**src/rtl/ym3438_pkg.sv**
```systemverilog
// Shared operator-group encodings and algorithm-decode tables for the slot sequencer.
// Each mask holds bit n set when algorithm n asserts that decode in the indexed group.
package ym3438_pkg;

    typedef enum logic [1:0] {
        OP4 = 2'd0,
        OP1 = 2'd1,
        OP3 = 2'd2,
        OP2 = 2'd3
    } op_grp_e;

    typedef struct packed {
        logic op2;
        logic cur1;
        logic cur2;
        logic op1_0;
        logic out;
    } alg_dec_t;

    // Index [3]=OP2, [2]=OP3, [1]=OP1, [0]=OP4
    localparam logic [3:0][7:0] ALG_OP2_MASK  = {8'h00, 8'h08, 8'h00, 8'h07};
    localparam logic [3:0][7:0] ALG_CUR1_MASK = {8'h00, 8'h1B, 8'h79, 8'h00};
    localparam logic [3:0][7:0] ALG_CUR2_MASK = {8'h00, 8'h04, 8'h00, 8'h00};
    localparam logic [3:0][7:0] ALG_OP10_MASK = {8'hFF, 8'h24, 8'h00, 8'h22};
    localparam logic [3:0][7:0] ALG_OUT_MASK  = {8'hF0, 8'hE0, 8'h80, 8'hFF};

    function automatic alg_dec_t alg_decode(input op_grp_e grp, input logic [2:0] alg);
        alg_dec_t d;
        d.op2   = ALG_OP2_MASK[grp][alg];
        d.cur1  = ALG_CUR1_MASK[grp][alg];
        d.cur2  = ALG_CUR2_MASK[grp][alg];
        d.op1_0 = ALG_OP10_MASK[grp][alg];
        d.out   = ALG_OUT_MASK[grp][alg];
        return d;
    endfunction

endpackage

```
**src/rtl/ym3438_slot_cnt.sv**
```systemverilog
// Modulo-MOD counter with sync clear (priority) and increment; carry is combinational.
// No backpressure; holds while neither clear nor increment is asserted.
module ym3438_slot_cnt #(
    parameter int unsigned MOD = 6,
    parameter int unsigned W   = 3
) (
    input  logic         clk_i,
    input  logic         rst_ni,
    input  logic         clr_i,
    input  logic         inc_i,
    output logic [W-1:0] cnt_o,
    output logic         carry_o
);

    localparam logic [W-1:0] LAST = W'(MOD - 1);

    logic [W-1:0] cnt_q, cnt_d;

    always_comb begin
        cnt_d = cnt_q;
        if (clr_i) begin
            cnt_d = '0;
        end else if (inc_i) begin
            cnt_d = (cnt_q == LAST) ? '0 : cnt_q + W'(1);
        end
    end

    always_ff @(posedge clk_i or negedge rst_ni) begin
        if (!rst_ni) begin
            cnt_q <= '0;
        end else begin
            cnt_q <= cnt_d;
        end
    end

    assign cnt_o   = cnt_q;
    assign carry_o = inc_i & (cnt_q == LAST);

endmodule

```
**src/rtl/ym3438_fsm_param.sv**
```systemverilog
// Operator slot sequencer over 4*NUM_CH slots; registered decodes lag one enabled slot.
// No backpressure; clk_en low freezes every register and therefore every output.
module ym3438_fsm_param
    import ym3438_pkg::*;
#(
    parameter int unsigned NUM_CH     = 6,
    parameter int unsigned CH3_IDX    = 2,
    parameter int unsigned TIMER_SLOT = 2
) (
    input  logic                        MCLK,
    input  logic                        IC,
    input  logic                        clk_en,
    input  logic                        fsm_reset,
    input  logic [2:0]                  connect,
    output logic [$clog2(4*NUM_CH)-1:0] slot,
    output logic [2:0]                  ch_idx,
    output logic [1:0]                  op_grp,
    output logic                        op4_sel,
    output logic                        op1_sel,
    output logic                        op3_sel,
    output logic                        op2_sel,
    output logic                        ch3_sel,
    output logic                        frame_start,
    output logic                        timer_ed,
    output logic                        alg_fb_sel,
    output logic                        alg_op2,
    output logic                        alg_cur1,
    output logic                        alg_cur2,
    output logic                        alg_op1_0,
    output logic                        alg_out
);

    localparam int unsigned SLOTS = 4 * NUM_CH;
    localparam int unsigned SW    = $clog2(SLOTS);
    localparam logic [SW-1:0] TIMER_PREV = SW'((TIMER_SLOT + SLOTS - 1) % SLOTS);

    logic     clr, ch_carry, grp_carry;
    logic     timer_q, timer_d;
    logic     fb_q, fb_d;
    alg_dec_t alg_q, alg_d;

    assign clr = clk_en & fsm_reset;

    ym3438_slot_cnt #(.MOD(NUM_CH), .W(3)) u_ch_cnt (
        .clk_i   (MCLK),
        .rst_ni  (IC),
        .clr_i   (clr),
        .inc_i   (clk_en),
        .cnt_o   (ch_idx),
        .carry_o (ch_carry)
    );

    ym3438_slot_cnt #(.MOD(4), .W(2)) u_grp_cnt (
        .clk_i   (MCLK),
        .rst_ni  (IC),
        .clr_i   (clr),
        .inc_i   (ch_carry),
        .cnt_o   (op_grp),
        .carry_o (grp_carry)
    );

    assign slot        = SW'(op_grp) * SW'(NUM_CH) + SW'(ch_idx);
    assign op4_sel     = (op_grp == OP4);
    assign op1_sel     = (op_grp == OP1);
    assign op3_sel     = (op_grp == OP3);
    assign op2_sel     = (op_grp == OP2);
    assign ch3_sel     = (ch_idx == 3'(CH3_IDX));
    assign frame_start = (slot == '0);

    // Entering slot 0 by natural wrap is exactly the group-counter carry.
    always_comb begin
        timer_d = 1'b0;
        fb_d    = fb_q;
        alg_d   = alg_q;
        if (clk_en) begin
            fb_d  = ~op3_sel;
            alg_d = alg_decode(op_grp_e'(op_grp), connect);
            if (fsm_reset) begin
                timer_d = (TIMER_SLOT == 0);
            end else if (TIMER_SLOT == 0) begin
                timer_d = grp_carry;
            end else begin
                timer_d = (slot == TIMER_PREV);
            end
        end
    end

    always_ff @(posedge MCLK or negedge IC) begin
        if (!IC) begin
            timer_q <= 1'b0;
            fb_q    <= 1'b1;
            alg_q   <= '0;
        end else begin
            timer_q <= timer_d;
            fb_q    <= fb_d;
            alg_q   <= alg_d;
        end
    end

    assign timer_ed   = timer_q;
    assign alg_fb_sel = fb_q;
    assign alg_op2    = alg_q.op2;
    assign alg_cur1   = alg_q.cur1;
    assign alg_cur2   = alg_q.cur2;
    assign alg_op1_0  = alg_q.op1_0;
    assign alg_out    = alg_q.out;

endmodule
```
**config.mk**
```make
export PLATFORM = sky130hd
export DESIGN_NAME = ym3438_fsm_param
export DESIGN_NICKNAME = d
export VERILOG_FILES = /design/src/rtl/ym3438_pkg.sv /design/src/rtl/ym3438_slot_cnt.sv /design/src/rtl/ym3438_fsm_param.sv
export SDC_FILE = /design/constraint.sdc
export NUM_CORES = 1
export LEC_CHECK = 0
export ABC_AREA = 1
export BUFFER_PORTS_ARGS = -buffer_cell sky130_fd_sc_hd__buf_2
export CAP_MARGIN = 10
export CORE_UTILIZATION = 53
export DETAILED_ROUTE_END_ITERATION = 10
export GPL_TIMING_DRIVEN = 0
export MAX_ROUTING_LAYER = met4
export PLACE_DENSITY = 0.83
export SLEW_MARGIN = 10
export SYNTH_ARGS = -nofsm -noshare
export SYNTH_HDL_FRONTEND = slang
export SYNTH_HIERARCHICAL = 1
export SYNTH_SLANG_ARGS = --single-unit
```
**constraint.sdc**
```tcl
create_clock -name MCLK -period 7.3 [get_ports MCLK]
set_input_delay 1.46 -clock MCLK [delete_from_list [all_inputs] [get_ports MCLK]]
set_output_delay 1.46 -clock MCLK [all_outputs]
set_load 0.005 [all_outputs]
```
==> flow_metrics.tcl, run 1 <==
set metrics [dict create \
    gr-usage-all-layers_pct 24.7 \
    globalRouteMet1Util_pct 30.3 \
    drc 3 \
    worst_ep_required_time_ns 5.84 \
    grt.overflow.total 0 \
    final.setup_skew_ns 0.00238 \
    synthesis.instances 122 \
    cts_tree "yes" \
    startpoint_type "flip-flop" \
    initial_drt_pass_iterations 9 \
    cts_root_buffer "sky130_fd_sc_hd__clkbuf_4" \
    post_drt_wl_per_cell_um 11.8 \
    die-area_mm2 0.00192 \
    crit_arrival_ns 2.59 \
    routed_wl_um 2010 \
    grt_busiest_layer "met2" \
    cts_hold_buf 0 \
    insertion_delay_to_the_later_sink_of_the_worst_skew_pair_ns 0.28 \
    synth-warning-count 6 \
    syn-cell-area_um2 926 \
    top_level_ports 30 \
    cts-htree-levels 1 \
    maxSlewHeadroom_pct 76.6 \
    die-height_um 43.8 \
    place_congestion 0.843 \
    placeableCoreArea_mm2 0.00158 \
    max_freq_mhz 247 \
    die-width_um 43.8 \
    postLayoutCellArea_mm2 0.00112 \
    initial_core_util_pct 58.7 \
    grt_first_pass_wirelength_um 3400 \
    antenna_cells 0 \
    stdcell_count 171 \
    clock_buffer_depth 2 \
    ir_drop_mv 0.0990 \
    timing.critical_path.to_type "output pin" \
    grt_pass1_vias 821 \
    hold_viol 0 \
    failed_checks "design-rule violations" \
    timing.max_cap.violations 0 \
    finalWorstPathRequiredPeriod_ns 4.05 \
    placementRows 14 \
    critical_path_peak_fanout 11 \
    vias_per_cell 5.20 \
    drt_first_iter_violations 23 \
    numCtsBuffers 3 \
    clkSlewWorstSetupHoldPaths_ns 0.08 \
    worstSetupPathType "flip-flop to output pin" \
    io_buffer_count 29 \
    outcome "finished, violations left" \
    fraction_of_layout_cells_with_a_size_suffix_above_1_pct 32.3 \
    mean_post_synth_cell_area_um2 7.59 \
    placement.cell_area_mm2 0.00109 \
    num_vias 890 \
    timing.final.crit_share_pct 55.5 \
    cts_resized 0 \
    setup_viol 0 \
    hold_path.class "flip-flop to flip-flop" \
    grt_max_degree 13 \
    dp_hpwl_um 1510 \
    power.density_cell_area_mw_per_mm2 162 \
    synth.net_count 140 \
    worst_pin_slew_ns 0.350 \
    detail-route-antenna-nets 0 \
    syn2layout_area_growth_pct 20.7 \
    place_inst 167 \
    layout.core_utilization_pct 70.9 \
    hold-worst-slack_ns 0.487 \
    cts.sink_count 12 \
    grt_antenna_before_repair 0 \
    timing_max_transition_violations_final 0 \
    use_met3_pct 4.17 \
    fin_setup_tns_ns 0 \
    grt_util_met2_pct 38.2 \
    design.final.nets 174 \
    rsz0062_at_grt "false" \
    cts_post_setup_buffers_inserted 0 \
    power.leakage_nw 0.649 \
]
-- through the flow --
step / power [W] / worst slack [ns]
after CTS: 0.000182 / 3.23
after detailed placement: 0.000135 / 3.56
final: 0.000180 / 3.25
after global placement: 0.000133 / 3.64
after global routing: 0.000193 / 3.08
after floorplan: 0.000113 / 3.86
-- cell usage in the layout, fill, tap and decap left out --
cell                       instances
sky130_fd_sc_hd__nand2_1          30
sky130_fd_sc_hd__buf_2            30
sky130_fd_sc_hd__inv_1            15
sky130_fd_sc_hd__nand3_1          12
sky130_fd_sc_hd__dfrtp_1          11
sky130_fd_sc_hd__nor2_1           10
sky130_fd_sc_hd__ha_1             10
sky130_fd_sc_hd__inv_2             3
sky130_fd_sc_hd__o21ai_0           3
sky130_fd_sc_hd__a21oi_1           3
sky130_fd_sc_hd__clkbuf_4          3
sky130_fd_sc_hd__nor3_1            2
sky130_fd_sc_hd__nor2_2            2
sky130_fd_sc_hd__nand2_2           2
sky130_fd_sc_hd__xor2_1            1
sky130_fd_sc_hd__or2_4             1
sky130_fd_sc_hd__and2_2            1
sky130_fd_sc_hd__nor3b_1           1
sky130_fd_sc_hd__a21oi_4           1
sky130_fd_sc_hd__nand3_2           1
sky130_fd_sc_hd__o211ai_1          1
sky130_fd_sc_hd__o21ai_1           1
sky130_fd_sc_hd__or2_2             1
sky130_fd_sc_hd__nand4_1           1
sky130_fd_sc_hd__fa_1              1
sky130_fd_sc_hd__buf_4             1
sky130_fd_sc_hd__dfstp_2           1
sky130_fd_sc_hd__clkbuf_1          1
sky130_fd_sc_hd__clkinv_2          1
sky130_fd_sc_hd__nand3b_1          1
sky130_fd_sc_hd__o21bai_1          1
sky130_fd_sc_hd__nor2_4            1
sky130_fd_sc_hd__a21oi_2           1
-- sequential cells by signal (all words and copies together) (netlist names) --
| signal | count |
|---|---|
| alg_cur2 | 1 |
| timer_ed | 1 |
| alg_fb_sel | 1 |
| alg_op2 | 1 |
| u_ch_cnt/cnt_o | 3 |
| alg_op1_0 | 1 |
| alg_cur1 | 1 |
| alg_out | 1 |
| u_grp_cnt/cnt_o | 2 |
-- power by group --
part           internal, W  switching, W
Sequential       0.0000725    0.00000803
Clock            0.0000212     0.0000249
Combinational    0.0000242     0.0000296
Total             0.000118     0.0000626
-- cell type report --
cell class | instances | area [µm²]
Buffer | 2 | 12.5
Clock buffer | 4 | 26.3
Fill cell | 132 | 459
Inverter | 19 | 72.6
Multi-Input combinational cell | 89 | 539
Sequential cell | 12 | 302
Tap cell | 16 | 20.0
Timing Repair Buffer | 29 | 145
-- worst paths after layout --
kind / cells after the start / slack [ns] / end / start
min in group asynchronous: 1 / 1.04 / alg_cur2 / IC
max in group asynchronous: 1 / 5.98 / alg_fb_sel / IC
max reg2reg: 8 / 5.04 / timer_ed / u_grp_cnt/cnt_o[0]
min reg2reg: 2 / 0.49 / alg_op2 / alg_op2
max: 9 / 3.25 / frame_start / u_grp_cnt/cnt_o[0]
min: 2 / 0.49 / alg_op2 / alg_op2
-- metal layers --
metal / vias up / routed length (µm)
met1: 407 / 922
li1: 452 / -
met2: 26 / 969
met3: 5 / 75
met5: - / 0
met4: 0 / 42
-- worst max-delay path, cell delays in order (launching register included) --
cell,delay [ns]
sky130_fd_sc_hd__dfrtp_1,0.56
sky130_fd_sc_hd__inv_1,0.17
sky130_fd_sc_hd__ha_1,0.38
sky130_fd_sc_hd__inv_1,0.09
sky130_fd_sc_hd__fa_1,0.42
sky130_fd_sc_hd__or2_4,0.28
sky130_fd_sc_hd__a21oi_4,0.14
sky130_fd_sc_hd__nand2_1,0.06
sky130_fd_sc_hd__nor2_1,0.09
sky130_fd_sc_hd__buf_2,0.12
No activity file was read; power rests on OpenSTA's default activity.
==> run 2: changes to the inputs <==
CORE_UTILIZATION = 49   (was 53)
PLACE_DENSITY = 0.77   (was 0.83)
clock period = 3.9 ns   (was 7.3 ns; I/O delays follow)
==> flow_metrics.tcl, run 2 (same netlist as run 1, synthesis figures left out) <==
set metrics [dict create \
    io_buffer_count 29 \
    crit_top_cell "sky130_fd_sc_hd__inv_1" \
    die-height_um 45.5 \
    rsz0062_at_grt "false" \
    hold_viol 0 \
    setup_viol 0 \
    critical_path_peak_fanout 11 \
    routed_wl_um 1970 \
    timing.critical_path.max_delay_family "adder cells" \
    power.density_cell_area_mw_per_mm2 308 \
    cts_tree "yes" \
    gr-usage-all-layers_pct 20.7 \
    top_level_ports 30 \
    placementRows 15 \
    cts_root_buffer "sky130_fd_sc_hd__clkbuf_4" \
    design.final.nets 174 \
    max_freq_mhz 299 \
    initial_core_util_pct 53.0 \
    dp_hpwl_um 1540 \
    grt_first_pass_wirelength_um 3050 \
    clkSlewWorstSetupHoldPaths_ns 0.08 \
    timing.final.crit_share_pct 85.8 \
    detail-route-antenna-nets 0 \
    critical-path-slowest-cell "sky130_fd_sc_hd__dfrtp_1" \
    startpoint_type "flip-flop" \
    die-width_um 45.5 \
    die-area_mm2 0.00207 \
    finalWorstPathRequiredPeriod_ns 3.35 \
    place_congestion 0.875 \
    critical-path-max-stage-delay_ns 0.58 \
    worst_ep_required_time_ns 3.12 \
    placeableCoreArea_mm2 0.00175 \
    timing.critical_path.to_type "output pin" \
    hold_path.class "primary input to async pin" \
    clock_buffer_depth 2 \
    maxSlewHeadroom_pct 74.4 \
    syn2layout_area_growth_pct 23.0 \
    cts_resized 0 \
    cts-htree-levels 1 \
    drt_first_iter_violations 20 \
    outcome "finished, final reports clean" \
    timing.max_cap.violations 0 \
    worst_pin_slew_ns 0.383 \
    num_vias 893 \
    largest_reg_flops 3 \
    initial_drt_pass_iterations 4 \
    grt_max_degree 13 \
    fin_setup_tns_ns 0 \
    timing_max_transition_violations_final 0 \
    drc 0 \
    leading_cell_types_in_the_layout_fill_and_taps_excluded "30 x sky130_fd_sc_hd__nand2_1, 30 x sky130_fd_sc_hd__buf_2, 15 x sky130_fd_sc_hd__inv_1, 12 x sky130_fd_sc_hd__nand3_1, 11 x sky130_fd_sc_hd__dfrtp_1" \
    critical_path.n_buffers_inverters 3 \
    final.setup_skew_ns 0.00429 \
    antenna_cells 0 \
    cts_hold_buf 0 \
    post_drt_wl_per_cell_um 11.0 \
    cts.sink_count 12 \
    grt_pass1_vias 727 \
    cp_cell_sequence "inv_1 > ha_1 > inv_1 > fa_1 > or2_4 > a21oi_4 > nand2_1 > nor2_1 > buf_2" \
    grt_antenna_before_repair 0 \
    power.leakage_nw 0.655 \
    numCtsBuffers 3 \
    fraction_of_layout_cells_with_a_size_suffix_above_1_pct 32.9 \
    worstSetupPathType "flip-flop to output pin" \
    cts_post_setup_buffers_inserted 0 \
    crit_arrival_ns 2.57 \
    power.total_w 0.000351 \
    ir_drop_mv 0.219 \
    vias_per_cell 4.96 \
    insertion_delay_to_the_later_sink_of_the_worst_skew_pair_ns 0.27 \
    grt.overflow.total 0 \
]
run 2: cell counts in the layout (fill, tap and decap cells not counted):
No cell type changed its count.
run 2: layout make-up:
class	instances	area, µm²
Buffer	2	12.5
Clock buffer	4	36.3
Fill cell	163	607
Inverter	19	72.6
Multi-Input combinational cell	89	539
Sequential cell	12	302
Tap cell	25	31.3
Timing Repair Buffer	29	145
run 2: per-stage QoR:
step | std cells | util, % | cell area, µm² | hold WS [ns] | setup slack [ns]
6_report | 180 | 65.2 | 1140 | 0.374 | 0.552
5_1_grt | 180 | 65.2 | 1140 | 0.394 | 0.367
4_1_cts | 180 | 65.2 | 1140 | 0.388 | 0.562
3_5_place_dp | 176 | 63.2 | 1100 | 0.477 | 0.858
3_3_place_gp | 176 | 63.2 | 1100 | 0.459 | 0.917
2_1_floorplan | 122 | - | 926 | 0.473 | 1.14
run 2: report_power, final:
group	total [W]	switching (W)	internal [W]
registers	0.000151	0.0000150	0.000136
clock network	0.000100	0.0000438	0.0000567
logic	0.0000994	0.0000544	0.0000450
total	0.000351	0.000113	0.000237
run 2: path summary, 6_finish.rpt:
| path | startpoint | slack (ns) | depth (start not counted) | endpoint |
|---|---|---|---|---|
| worst max-delay path | u_grp_cnt/cnt_o[0] | 0.55 | 9 | frame_start |
| worst min register to register | alg_op2 | 0.50 | 2 | alg_op2 |
| worst max register to register | u_grp_cnt/cnt_o[0] | 1.61 | 8 | timer_ed |
| max in group asynchronous | IC | 3.25 | 1 | alg_fb_sel |
| min in group MCLK | alg_op2 | 0.50 | 2 | alg_op2 |
| worst min-delay path | IC | 0.37 | 1 | u_grp_cnt/cnt_o[0] |
run 2: layer usage:
| layer | wire, µm | up-vias | track usage, % | share of wire [%] |
|---|---|---|---|---|
| li1 | - | 454 | - | - |
| met1 | 1000 | 423 | 28.6 | 51 |
| met2 | 912 | 14 | 32.0 | 46 |
| met3 | 46 | 2 | 2.38 | 2.3 |
| met4 | 12 | 0 | 5.45 | 0.61 |
| met5 | 0 | - | - | 0 |
